`src/rtl/cache_mem_arbiter.sv`:
```
// Shared RAM port arbiter for the icache and dcache. A grant is held across multi-word transfers.
// Optional fairness (round-robin tie-break plus a burst cap) is compiled in with CACHE_ARB_FAIR_EN.
module cache_mem_arbiter #(
   parameter int BURST_MAX = 2
) (
   input  logic        CLK,
   input  logic        RST,
   input  logic        iREN,
   input  logic [31:0] iaddr,
   output logic        iwait,
   output logic [31:0] iload,
   input  logic        dREN,
   input  logic        dWEN,
   input  logic [31:0] daddr,
   input  logic [31:0] dstore,
   output logic        dwait,
   output logic [31:0] dload,
   output logic        ramREN,
   output logic        ramWEN,
   output logic [31:0] ramaddr,
   output logic [31:0] ramstore,
   input  logic [31:0] ramload,
   input  logic [1:0]  ramstate,
   output logic [1:0]  grant,
   output logic        ram_err
);

   typedef enum logic [1:0] {
      IDLE  = 2'b00,
      ISERV = 2'b01,
      DSERV = 2'b10
   } state_t;

   localparam logic [1:0] RAM_ACCESS = 2'b10;
   localparam logic [1:0] RAM_ERROR  = 2'b11;

   if (BURST_MAX < 1) begin : g_burst_max_check
      $error("BURST_MAX must be at least 1");
   end

   state_t state;
   logic   i_req;
   logic   d_req;
   logic   access;

   assign i_req  = iREN;
   assign d_req  = dREN | dWEN;
   assign access = (ramstate == RAM_ACCESS);
   assign grant  = state;

`ifdef CACHE_ARB_FAIR_EN
   localparam int BCNT_W = $clog2(BURST_MAX + 1);

   logic [BCNT_W-1:0] bcnt;
   logic              last_d;
   logic              cap_hit;

   // Saturating compare so a peer arriving after a long run still forces a yield.
   assign cap_hit = (int'(bcnt) + 1 >= BURST_MAX);
`endif

   always_ff @(posedge CLK) begin
      if (RST) begin
         state   <= IDLE;
         ram_err <= 1'b0;
`ifdef CACHE_ARB_FAIR_EN
         bcnt    <= '0;
         last_d  <= 1'b0;
`endif
      end else begin
         if (state != IDLE && ramstate == RAM_ERROR)
            ram_err <= 1'b1;
         case (state)
            IDLE: begin
`ifdef CACHE_ARB_FAIR_EN
               bcnt <= '0;
               if (d_req && i_req)
                  state <= last_d ? ISERV : DSERV;
               else if (d_req)
                  state <= DSERV;
               else if (i_req)
                  state <= ISERV;
`else
               if (d_req)
                  state <= DSERV;
               else if (i_req)
                  state <= ISERV;
`endif
            end
            DSERV: begin
`ifdef CACHE_ARB_FAIR_EN
               last_d <= 1'b1;
               if (!d_req) begin
                  state <= IDLE;
                  bcnt  <= '0;
               end else if (access) begin
                  if (cap_hit && i_req) begin
                     state <= ISERV;
                     bcnt  <= '0;
                  end else if (int'(bcnt) < BURST_MAX) begin
                     bcnt <= bcnt + 1'b1;
                  end
               end
`else
               if (!d_req)
                  state <= IDLE;
`endif
            end
            ISERV: begin
`ifdef CACHE_ARB_FAIR_EN
               last_d <= 1'b0;
               if (!i_req) begin
                  state <= IDLE;
                  bcnt  <= '0;
               end else if (access) begin
                  if (cap_hit && d_req) begin
                     state <= DSERV;
                     bcnt  <= '0;
                  end else if (int'(bcnt) < BURST_MAX) begin
                     bcnt <= bcnt + 1'b1;
                  end
               end
`else
               if (!i_req)
                  state <= IDLE;
`endif
            end
            default: state <= IDLE;
         endcase
      end
   end

   // ERROR is never ACCESS, so the owner's wait stays high and it simply retries.
   always_comb begin
      ramREN   = 1'b0;
      ramWEN   = 1'b0;
      ramaddr  = '0;
      ramstore = '0;
      iload    = '0;
      dload    = '0;
      iwait    = i_req;
      dwait    = d_req;
      if (!RST) begin
         case (state)
            DSERV: begin
               ramaddr  = daddr;
               ramstore = dstore;
               dload    = ramload;
               dwait    = !access;
               if (dWEN)
                  ramWEN = 1'b1;
               else
                  ramREN = dREN;
            end
            ISERV: begin
               ramaddr = iaddr;
               ramREN  = iREN;
               iload   = ramload;
               iwait   = !access;
            end
            default: ;
         endcase
      end
   end

endmodule

```
`config.mk`:
```
export PLATFORM = sky130hd
export DESIGN_NAME = cache_mem_arbiter
export DESIGN_NICKNAME = d
export VERILOG_FILES = /design/src/rtl/cache_mem_arbiter.sv
export SDC_FILE = /design/constraint.sdc
export NUM_CORES = 1
export LEC_CHECK = 0
export ABC_AREA = 1
export BUFFER_PORTS_ARGS = -buffer_cell sky130_fd_sc_hd__buf_2
export CAP_MARGIN = 5
export CORE_AREA = 3 3 103 105
export DETAILED_ROUTE_END_ITERATION = 10
export DIE_AREA = 0 0 106 108
export MAX_ROUTING_LAYER = met4
export PLACE_DENSITY = 0.48
export SLEW_MARGIN = 10
export SYNTH_ARGS = -nofsm -noshare
export SYNTH_HDL_FRONTEND = slang
export SYNTH_SLANG_ARGS = --single-unit
```
`constraint.sdc`:
```
create_clock -name CLK -period 3.9 [get_ports CLK]
set_input_delay 0.78 -clock CLK [delete_from_list [all_inputs] [get_ports CLK]]
set_output_delay 0.78 -clock CLK [all_outputs]
set_load 0.02 [all_outputs]
```
==> flow_summary.ini <==
[cells_and_area]
multiInputGateArea_mm2 = 0.001096
fin_nets = 720
drive_gt1_frac = 0.5052
n_fill_cell = 1123
area_growth_pct = 94.80
diodes = 0
final_area_mm2 = 0.002905
seq_area_um2 = 60.06
final_cell_mix = 269 x buf_2, 108 x nand2_1, 90 x nor2_1, 39 x inv_1, 35 x a21oi_1
postLayoutCoreUtil = 0.2986
final_common_cell = buf_2

[placement]
place_congestion = 0.7268
place_area_mm2 = 0.002860
hpwl_um = 6717
io_buffers = 269

[setup_path]
crit_buf_inv = 2
cp-end-kind = output pin
crit_family = adder cells
crit_path_start_kind = flip-flop
critical_path_arrival_ns = 2.03
critPathKind = flip-flop to output pin
crit_required_ns = 3.12
cp_max_fo = 34
slowest_stage = ha_1
crit_path_cell_trace = inv_1, ha_1, nand3_1, a21oi_1, buf_2
cp_slowest_stage_delay_ns = 0.89

[floorplanning]
die_x_um = 106
die-area_mm2 = 0.01145
die_h_um = 108
ios = 270
rows = 36
start_util = 0.1533
core_mm2 = 0.009729

[pwr]
p_per_area_mw_per_mm2 = 254.4
leakagePower_nw = 1.929
peakVddDrop_v = 0.0002141

[timing]
hold_viol = 0
setup_viol = 0
fin_setup_tns_ns = 0
rsz0062_at_grt = false
tightest_slew_ns = 1.078
fmax_mhz = 355.7
relSlewSlack = 0.2816
finalCritPeriodShare = 0.7208
skew_ns = 0.0008215
report.final.slew_viol_count = 0
period_needed_ns = 2.811

[routing]
drc = 0
vias = 2774
viasPerCell = 3.891
drtIter0Drc = 211
ant_nets = 0
wirelength_um = 7907
wire_per_inst_um = 11.09
drt_first_pass_iters = 4

[synthesis]
yosys_warnings = 0
seq_area_frac_synth = 0.04027
synth_fp_nets = 467
synth_cells = 328
ys_types = 15
syn_area_mm2 = 0.001491
ys_seq_elements = 3
syn_area_per_cell_um2 = 4.547

[cts]
hold_buffers = 0
max-clock-path-buffers = 2
postCtsSetupRepairBufs = 0
cts_root_buffer = clkbuf_8
cts_tree = built
cts_resized = 0
clkTransAtPathRegs_ns = 0.03
clk_latency_ns = 0.21
cts_buffers = 3
cts.sinks = 3
htreeDepth = 1

[status]
status = finished clean

[grt]
grt_pass1_vias = 2439
grt_overflow = 0
grt_first_pass_wirelength_um = 11680
grt_antenna_before_repair = 0
grt_util_all_layers = 0.1237
grt_max_degree = 36

[hold_path]
worst_hold_path_type = flip-flop to flip-flop

[job]
cap_viol_max_count = 0
## area by class of cell
cell class                      instances  area share
Clock buffer                            4     0.01550
Multi-Input combinational cell        257      0.3773
Tap cell                              133     0.05728
Inverter                               43     0.05556
Sequential cell                         3     0.02067
Timing Repair Buffer                  273      0.4737
## per-layer routing
| metal | vias up | track usage | part of all wire |
|---|---|---|---|
| met5 | - | - | 0 |
| met4 | 0 | 0.005550 | 0.00025 |
| met3 | 2 | 0.01970 | 0.084 |
| met2 | 135 | 0.2336 | 0.51 |
| met1 | 1170 | 0.1455 | 0.40 |
| li1 | 1467 | - | - |
## worst register-to-register path, delay by kind of cell, from the launching register on
kind	cells	cell delay, ns
AOI/OAI and AO/OA	1	0.11
adders and majority gates	1	0.18
buffers and inverters	2	0.43
DFF	1	0.34
and+or+nand+nor	3	0.36
## state kept, by name, indices dropped and copies added (netlist names)
| signal | cells |
|---|---|
| grant | 2 |
| ram_err | 1 |
## cell families (layout without fill, tap and decap cells)
family / Yosys count / count (layout) / share of synthesized area
and+or+nand+nor: 216 / 216 / 0.5772
buffers and inverters: 68 / 320 / 0.2248
AOI/OAI and AO/OA: 37 / 37 / 0.1242
DFF: 3 / 3 / 0.04027
adders and majority gates: 4 / 4 / 0.03356
## synthesized netlist by cell type
cell	count	area (um2)
nand3_1	4	20.02
ha_1	4	50.05
nand4_1	1	6.260
buf_6	7	78.83
o21ai_0	2	10.01
dfxtp_1	3	60.06
inv_2	4	15.01
nor2_4	2	22.52
nor2_2	11	68.82
buf_2	16	80.08
inv_1	39	146.4
nor2_1	90	337.8
buf_4	2	15.01
a21oi_1	35	175.2
nand2_1	108	405.4
## path summary, 6_finish.rpt
check                              start        to  slack [ns]  cells after the start
worst max register to register  grant[1]  grant[1]        2.42                      7
worst min-delay path             ram_err   ram_err        0.48                      2
worst min register to register   ram_err   ram_err        0.48                      2
worst max-delay path            grant[0]    ramREN        1.09                      5
## where the power goes
group | switching (W) | leakage [nW] | internal (W)
Clock | 0.0000193 | 0.0228 | 0.0000696
Sequential | 0.00000567 | 0.0247 | 0.0000372
Combinational | 0.000413 | 1.88 | 0.000194
Total | 0.000438 | 1.93 | 0.000301
## through the flow
stage / instances / setup WS (ns) / hold WS, ns / total power [W]
2_1_floorplan: 328 / 1.623 / 0.5549 / 0.0004601
3_3_place_gp: 709 / 1.344 / 0.4544 / 0.0006517
3_5_place_dp: 709 / 1.292 / 0.4749 / 0.0006545
4_1_cts: 713 / 1.056 / 0.4786 / 0.0007465
5_1_grt: 713 / 0.8366 / 0.5289 / 0.0008161
6_report: 713 / 1.089 / 0.4815 / 0.0007390
Note: power is estimated with default switching activity, not from simulation.
